--- src/rtl/mmio_uart_pkg.sv ---
// Shared definitions for the memory-mapped UART transmitter:
// register offsets, STATUS bit positions and the TX FSM state type.
package mmio_uart_pkg;

  localparam logic [31:0] OFF_TXDATA  = 32'h0000_0000;
  localparam logic [31:0] OFF_STATUS  = 32'h0000_0004;
  localparam logic [31:0] OFF_DIVISOR = 32'h0000_0008;

  localparam int unsigned ST_FULL      = 0;
  localparam int unsigned ST_EMPTY     = 1;
  localparam int unsigned ST_ACTIVE    = 2;
  localparam int unsigned ST_OVERFLOW  = 3;
  localparam int unsigned ST_COUNT_LSB = 4;

  typedef enum logic [1:0] {
    IDLE,
    START,
    DATA,
    STOP
  } tx_state_t;

endpackage

--- src/rtl/sync_fifo.sv ---
// Single-clock FIFO with occupancy count; a push while full is dropped
// unless a pop frees a slot on the same edge.
module sync_fifo #(
  parameter int unsigned WIDTH = 8,
  parameter int unsigned DEPTH = 4,
  localparam int unsigned CW   = $clog2(DEPTH + 1),
  localparam int unsigned PW   = $clog2(DEPTH)
) (
  input  logic             clk,
  input  logic             reset,
  input  logic             push,
  input  logic             pop,
  input  logic [WIDTH-1:0] din,
  output logic [WIDTH-1:0] dout,
  output logic             full,
  output logic             empty,
  output logic [CW-1:0]    count
);

  logic [WIDTH-1:0] mem [DEPTH];
  logic [PW-1:0]    wr_ptr;
  logic [PW-1:0]    rd_ptr;
  logic             do_push;
  logic             do_pop;

  assign full    = (count == CW'(DEPTH));
  assign empty   = (count == '0);
  assign do_pop  = pop & ~empty;
  assign do_push = push & (~full | do_pop);
  assign dout    = mem[rd_ptr];

  always_ff @(posedge clk) begin
    if (do_push) mem[wr_ptr] <= din;
  end

  always_ff @(posedge clk) begin
    if (!reset) begin
      wr_ptr <= '0;
      rd_ptr <= '0;
      count  <= '0;
    end else begin
      if (do_push) wr_ptr <= wr_ptr + PW'(1);
      if (do_pop)  rd_ptr <= rd_ptr + PW'(1);
      unique case ({do_push, do_pop})
        2'b10:   count <= count + CW'(1);
        2'b01:   count <= count - CW'(1);
        default: count <= count;
      endcase
    end
  end

endmodule

--- src/rtl/mmio_uart_tx.sv ---
// Store-bus UART transmitter: register decode, divisor/overflow state,
// a TX FIFO and an 8N1 serialiser with back-to-back frame chaining.
module mmio_uart_tx
  import mmio_uart_pkg::*;
#(
  parameter logic [31:0] BASE_ADDR   = 32'h0000_0100,
  parameter int unsigned FIFO_DEPTH  = 4,
  parameter logic [15:0] DEFAULT_DIV = 16'd16
) (
  input  logic        clk,
  input  logic        reset,
  input  logic [31:0] address_to_mem,
  input  logic [31:0] data_to_mem,
  input  logic        write_enable,
  output logic [31:0] rd_data,
  output logic        tx,
  output logic        busy
);

  localparam int unsigned CW = $clog2(FIFO_DEPTH + 1);

  logic [31:0] word_addr;
  logic        sel_txdata, sel_status, sel_divisor;
  logic        wr_txdata, wr_status, wr_divisor;

  logic        fifo_pop, fifo_full, fifo_empty;
  logic [7:0]  fifo_dout;
  logic [CW-1:0] fifo_count;
  logic [2:0]  count3;

  logic [15:0] divisor;
  logic        overflow;

  tx_state_t   state, state_n;
  logic [15:0] bit_div, bit_div_n;
  logic [15:0] timer, timer_n;
  logic [2:0]  bit_idx, bit_idx_n;
  logic [7:0]  shift, shift_n;
  logic        bit_done;

  logic        unused_bits;
  assign unused_bits = ^{address_to_mem[1:0], data_to_mem[31:16]};

  assign word_addr   = {address_to_mem[31:2], 2'b00};
  assign sel_txdata  = (word_addr == BASE_ADDR + OFF_TXDATA);
  assign sel_status  = (word_addr == BASE_ADDR + OFF_STATUS);
  assign sel_divisor = (word_addr == BASE_ADDR + OFF_DIVISOR);
  assign wr_txdata   = write_enable & sel_txdata;
  assign wr_status   = write_enable & sel_status;
  assign wr_divisor  = write_enable & sel_divisor;

  sync_fifo #(
    .WIDTH (8),
    .DEPTH (FIFO_DEPTH)
  ) u_fifo (
    .clk   (clk),
    .reset (reset),
    .push  (wr_txdata),
    .pop   (fifo_pop),
    .din   (data_to_mem[7:0]),
    .dout  (fifo_dout),
    .full  (fifo_full),
    .empty (fifo_empty),
    .count (fifo_count)
  );

  assign count3 = 3'(fifo_count);

  always_ff @(posedge clk) begin
    if (!reset) begin
      divisor  <= DEFAULT_DIV;
      overflow <= 1'b0;
    end else begin
      if (wr_divisor)
        divisor <= (data_to_mem[15:0] == '0) ? 16'd1 : data_to_mem[15:0];
      if (wr_status)
        overflow <= 1'b0;
      else if (wr_txdata && fifo_full && !fifo_pop)
        overflow <= 1'b1;
    end
  end

  always_ff @(posedge clk) begin
    if (!reset) begin
      state   <= IDLE;
      bit_div <= '0;
      timer   <= '0;
      bit_idx <= '0;
      shift   <= '0;
    end else begin
      state   <= state_n;
      bit_div <= bit_div_n;
      timer   <= timer_n;
      bit_idx <= bit_idx_n;
      shift   <= shift_n;
    end
  end

  assign bit_done = (timer == '0);

  always_comb begin
    state_n   = state;
    bit_div_n = bit_div;
    timer_n   = timer;
    bit_idx_n = bit_idx;
    shift_n   = shift;
    fifo_pop  = 1'b0;
    unique case (state)
      IDLE: begin
        if (!fifo_empty) fifo_pop = 1'b1;
      end
      START: begin
        if (bit_done) begin
          state_n   = DATA;
          timer_n   = bit_div - 16'd1;
          bit_idx_n = '0;
        end else begin
          timer_n = timer - 16'd1;
        end
      end
      DATA: begin
        if (bit_done) begin
          shift_n = {1'b0, shift[7:1]};
          timer_n = bit_div - 16'd1;
          if (bit_idx == 3'd7) state_n = STOP;
          else bit_idx_n = bit_idx + 3'd1;
        end else begin
          timer_n = timer - 16'd1;
        end
      end
      STOP: begin
        if (bit_done) begin
          if (!fifo_empty) fifo_pop = 1'b1;
          else state_n = IDLE;
        end else begin
          timer_n = timer - 16'd1;
        end
      end
      default: state_n = IDLE;
    endcase
    // Frame load is shared by IDLE and the final STOP clock so chained frames start gap-free.
    if (fifo_pop) begin
      state_n   = START;
      bit_div_n = divisor;
      timer_n   = divisor - 16'd1;
      shift_n   = fifo_dout;
    end
  end

  always_comb begin
    tx = 1'b1;
    unique case (state)
      START:   tx = 1'b0;
      DATA:    tx = shift[0];
      default: tx = 1'b1;
    endcase
  end

  assign busy = (state != IDLE) | ~fifo_empty;

  always_comb begin
    rd_data = '0;
    if (sel_status) begin
      rd_data[ST_FULL]              = fifo_full;
      rd_data[ST_EMPTY]             = fifo_empty;
      rd_data[ST_ACTIVE]            = (state != IDLE);
      rd_data[ST_OVERFLOW]          = overflow;
      rd_data[ST_COUNT_LSB +: 3]    = count3;
    end else if (sel_divisor) begin
      rd_data[15:0] = divisor;
    end
  end

endmodule

--- config.mk ---
export PLATFORM = sky130hd
export DESIGN_NAME = mmio_uart_tx
export DESIGN_NICKNAME = d
export VERILOG_FILES = /design/src/rtl/mmio_uart_pkg.sv /design/src/rtl/sync_fifo.sv /design/src/rtl/mmio_uart_tx.sv
export SDC_FILE = /design/constraint.sdc
export NUM_CORES = 1
export LEC_CHECK = 0
export CAP_MARGIN = 20
export CORE_MARGIN = 5
export CORE_UTILIZATION = 30
export CTS_CLUSTER_DIAMETER = 80
export DETAILED_ROUTE_END_ITERATION = 10
export GPL_TIMING_DRIVEN = 0
export PLACE_DENSITY = 0.59
export SLEW_MARGIN = 40
export SYNTH_ARGS = -nofsm -noshare
export SYNTH_HDL_FRONTEND = slang
export SYNTH_SLANG_ARGS = --single-unit
--- constraint.sdc ---
create_clock -name clk -period 3.4 [get_ports clk]
set_input_delay 0.51 -clock clk [delete_from_list [all_inputs] [get_ports clk]]
set_output_delay 0.51 -clock clk [all_outputs]
set_load 0.05 [all_outputs]
Word-level counts from Yosys, hierarchy flattened
Memory sizes are Yosys's and may differ from the RTL's. A register that Yosys moved wholly into a read port is not among the register bits.
Cells that the tools add are included.
{"block": "op_classes", "addsub": 8, "eq_ne": 22, "muxes": 31, "bitwise": 10, "n_reduce_logical": 23}
{"op": "$eq A30 B7 Y1 const B", "n": 3}
{"op": "$mux W16", "n": 5}
{"op": "$sub A16 B1 Y16 const B", "n": 3}
{"op": "$logic_not A16 Y1", "n": 2}
{"op": "$pmux W16 S2", "n": 1}
{"op": "$mux W8", "n": 3}
{"op": "$ne A3 B3 Y1 const B", "n": 6}
{"op": "$mux W2", "n": 7}
{"op": "$ne A2 B2 Y1 const B", "n": 6}
{"op": "$pmux W3 S2", "n": 2}
{"op": "$reduce_and A6 Y1", "n": 2}
{"op": "$reduce_bool A2 Y1", "n": 5}
{"op": "$mux W3", "n": 3}
{"op": "$mux W9", "n": 1}
{"op": "$mux W7", "n": 1}
{"op": "$add A3 B1 Y3 const B", "n": 2}
{"op": "$eq A2 B2 Y1 const B", "n": 3}
{"op": "$eq A3 B3 Y1 const B", "n": 2}
{"op": "$pmux W2 S3", "n": 1}
{"op": "$reduce_bool A3 Y1", "n": 2}
{"op": "$reduce_or A2 Y1", "n": 3}
{"op": "$and A1 B1 Y1", "n": 5}
{"op": "$mux W1", "n": 5}
{"op": "$add A2 B1 Y2 const B", "n": 2}
{"op": "12 further kinds", "n": 19}
{"block": "word_totals", "ff_bits": 69, "ramBits": 32, "input_bits": 67, "memories": 1}
{"memory": "u_fifo.mem", "depth": 4, "word_bits": 8, "rd": 1, "rd_clocked_by_memory_dff": 1, "wr": 1, "line": "sync_fifo.sv:20", "text": "logic [WIDTH-1:0] mem [DEPTH];"}

Depth between registers and ports, before layout
{"block": "logic_depth", "ltp_word": 9, "ltp_mapped": 15, "mapped_depth_nobuf": 12}

By module
Synthesis repeated with hierarchy kept, for this count alone.
{"block": "unflattened", "cells_unflattened": 605, "hier_area_um2": 5683.0}
{"module": "mmio_uart_tx", "n_inst": 1, "cells_each": 509, "area_each_um2": 4037.6, "seq_area_each_um2": 1241.2}
{"module": "sync_fifo", "n_inst": 1, "cells_each": 96, "area_each_um2": 1645.3, "seq_area_each_um2": 1141.1}

Worst setup path after synthesis
No wires, ideal clock.
{"block": "synth_timing", "path_type": "input to output", "from": "input address_to_mem[14]", "to": "output rd_data[1]", "t_arrival_ps": 2669, "t_required_ps": 2890, "slack_ps": 221, "path_stages": 5, "path_buffers": 0, "path_cell_list": "nor4_1 nand4_1 nor4_1 inv_1 o21ai_0"}
{"block": "synth_between", "elab_chain_len": 3, "word_cells_on_any_way": 4, "cone_classes": "eq/ne (2); mux (2)"}
{"item": "from (decl)", "line": "mmio_uart_tx.sv:12", "text": "input logic [31:0] address_to_mem,"}
{"item": "$eq A30 B7 Y1", "line": "mmio_uart_tx.sv:47", "text": "assign sel_divisor = (word_addr == BASE_ADDR + OFF_DIVISOR);"}
{"item": "$mux W16", "line": "mmio_uart_tx.sv:169", "text": "end else if (sel_divisor) begin"}
{"item": "$mux W7 (*)", "line": "mmio_uart_tx.sv:163", "text": "if (sel_status) begin"}
{"item": "to (decl)", "line": "mmio_uart_tx.sv:15", "text": "output logic [31:0] rd_data,"}
Mark *: on every way between the ends. The rest lies on a longest branch, timed or not.

Worst setup path after layout
{"block": "layout_timing", "from": "input address_to_mem[14]", "to": "output rd_data[0]"}
The elaborated chain is that of the path after synthesis.

==> results.yml <==
timing:
  final_hold_viol_count: 0
  setup_viol: 0
  rsz0062_at_grt: "false"
  fmax_mhz: 305
  tightest_slew_ns: 0.745
  slew_headroom_pct: 50.1
  period_share_pct: 96.4
  maxSlewViolCount: 0
  fin_skew_ns: 0.00879
  fin_crit_ns: 3.28
  tns_ns: 0
pwr:
  power_leakage_nw: 2.79
  irDropWorstVdd_v: 0.000376
  switchingPower_mw: 1.74
  pwr-share-clk_pct: 24.5
  switching_share_pct: 39.8
  internal_power_mw: 2.64
  cellPowerDensity_nw_per_um2: 608
  p_comb_share_pct: 43.3
  seqPwrFrac_pct: 32.2
drt:
  drt_first_pass_iters: 4
  viasPerCell: 4.86
  first_iter_violations: 284
  totalWireLength_um: 15200
  remaining_drc_errors: 0
  wl_per_cell_um: 15.8
  vias: 4686
  ant_nets: 0
global_routing:
  grt_usage_pct: 13.7
  grt_pass1_wl_um: 23900
  met2_usage_pct: 22.4
  antenna_found_initial: 0
  gr-usage-met3_pct: 2.59
  grt_pass1_vias: 4375
  busiest_layer: "met2"
  grt_max_degree: 20
  grt_overflow: 0
  grt.met1_usage_pct: 18.5
clock_tree:
  cts.hold.buffers_added: 0
  worstSkewPairLatency_ns: 0.35
  cts_tree: "built"
  cts_root_buffer: "clkbuf_16"
  h-tree-depth: 3
  clk_pin_slew_worst_paths_ns: 0.07
  cts_buffers: 9
  clockBufferDepth: 2
  cts_sinks: 103
logic_synthesis:
  synth_cell_type_count: 69
  synth-edff-count: 32
  yosys.area.top_type: "dfxtp_1"
  yosysMostFrequentCell: "nand2_1"
  yosysWarnings: 0
  synth_area_leaders: "dfxtp_1 25%, edfxtp_1 17%, nand2_1 4.7%"
  async_flop_share_pct: 0
  synth_area_per_cell_um2: 9.53
  synth_cells: 604
  ys_seq_elements: 103
  ys_seq_area_share_pct: 41.4
  synth_flop_cell: "dfxtp_1"
  synth_commonest_cells: "72 x nand2_1, 71 x dfxtp_1, 32 x edfxtp_1"
  mappedNetlistArea_um2: 5760
  synth_top_cell_area_share_pct: 24.7
critical_path:
  end_kind: "output pin"
  setup.worst_path.start_class: "input pin"
  critPathMaxFanout: 8
  cp.required_ns: 2.89
  crit_type: "in -> out"
  crit_arrival_ns: 2.77
die:
  core_region_area_um2: 18800
  die_area_um2: 22100
  initial_core_util_pct: 30.6
  fp.dieH_um: 149
  die_x_um: 149
  fp-row-count: 50
  ios: 101
finish:
  syn_to_final_growth_pct: 25.1
  seqCellArea_um2: 2380
  n_fill_cell: 1901
  nNetsFinal: 784
  final_area_um2: 7200
  layout-drive-gt1-share_pct: 13.8
  multi_input_area_um2: 3140
  n_antenna_cell: 0
place:
  dpl-instance-area_um2: 6800
  io_buffers: 65
  post-dp-hpwl_um: 11500
  place_congestion: 0.864
worst_hold_path:
  hp-class: "reg -> reg"
outcome:
  outcome: "finished, final reports clean"
job:
  maxCapViolCount: 0
-- sequential cells by signal, summed over array words and instances, names as in the netlist, 3 cells and up, named ones only --
register,cells
bit_idx,3
u_fifo.count,3
divisor,16
u_fifo.mem,32
shift,8
timer,16
bit_div,16
-- power by group through the flow --
stage	logic, mW	registers (mW)	clock network [mW]
2_1_floorplan	1.37	1.41	0
3_3_place_gp	1.85	1.42	0
3_5_place_dp	1.82	1.43	0
4_1_cts	1.84	1.40	1.09
5_1_grt	2.06	1.42	1.14
6_report	1.90	1.41	1.07
-- cells by family (layout without fill, tap and decap cells) --
family | count (synthesis) | count (layout) | share of synthesized area (%)
other cells | 1 | 16 | 0.0651
flops | 103 | 103 | 41.4
compound gates | 113 | 113 | 13.7
mux | 25 | 25 | 6.11
buf+inv | 70 | 156 | 6.11
xor+xnor | 38 | 38 | 5.78
fa+ha+maj | 17 | 17 | 3.82
simple gates | 237 | 237 | 23.1
-- layout make-up --
type | instances | area share (%)
clock buffer | 10 | 3.18
tap | 260 | 4.52
sequential | 103 | 33.1
inverter | 21 | 1.09
buffer | 48 | 3.73
timing repair buffer | 71 | 9.73
clock inverter | 6 | 1.04
multi-input combinational | 446 | 43.6
-- final timing paths --
kind              cells past startpoint          startpoint  slack (ns)         endpoint
setup / recovery                      7  address_to_mem[14]        0.12       rd_data[0]
hold / removal                        2            shift[7]        0.48         shift[7]
setup reg to reg                     14            state[0]        0.24  u_fifo.count[2]
hold reg to reg                       2            shift[7]        0.48         shift[7]
-- critical path, cell delays in order --
cell and delay (ns):
clkdlybuf4s50_1 0.41, nor4_1 0.28, nand4_1 0.27, nor4b_4 0.39, buf_4 0.22, a22o_1 0.14, dlygate4sd2_1 0.54
-- per-stage QoR --
stage          hold WS, ns  setup slack [ns]  std cells  utilization (%)  power, mW
2_1_floorplan        0.447             0.221        619                -       2.78
3_3_place_gp         0.457            -0.668        944             36.1       3.27
3_5_place_dp         0.462            -0.671        944             36.1       3.25
4_1_cts              0.472            0.0177        961             37.8       4.34
5_1_grt              0.512            0.0149        965             38.3       4.62
6_report             0.478             0.121        965             38.3       4.38
-- cells in the final DEF (no fill, tap or decap), types with 5 or more instances in the layout --
cell and count:
xnor2_1 21, ha_1 16, nor2_1 28, nor3_1 12, conb_1 16, buf_2 7
nor2b_1 21, nand4_1 8, a211oi_1 7, clkdlybuf4s50_1 49, mux2i_1 16, clkdlybuf4s15_2 10
nor4_1 13, mux4_2 8, buf_4 23, o21ai_0 23, a21oi_1 19, and2_1 15
edfxtp_1 32, inv_1 20, clkbuf_1 20, nand2_1 72, a21boi_0 11, clkbuf_16 9
nand3_1 23, o31ai_1 5, o211a_1 7, a21boi_1 9, a22o_1 5, dfxtp_1 69
dlygate4sd2_1 6, xor2_1 17
-- layer usage --
metal / routed length [um] / up-vias
met5: 0 / -
met2: 7100 / 137
met3: 798 / 12
met4: 163 / 0
li1: - / 2339
met1: 7160 / 2198
-- timing repair --
| action | CTS | global route |
|---|---|---|
| pin swaps | 1 | 1 |
| gates resized for setup | 43 | 7 |
| setup endpoints to repair | 17 | 18 |
| setup buffers | 1 | 5 |
(Power assumes the default switching activity.)
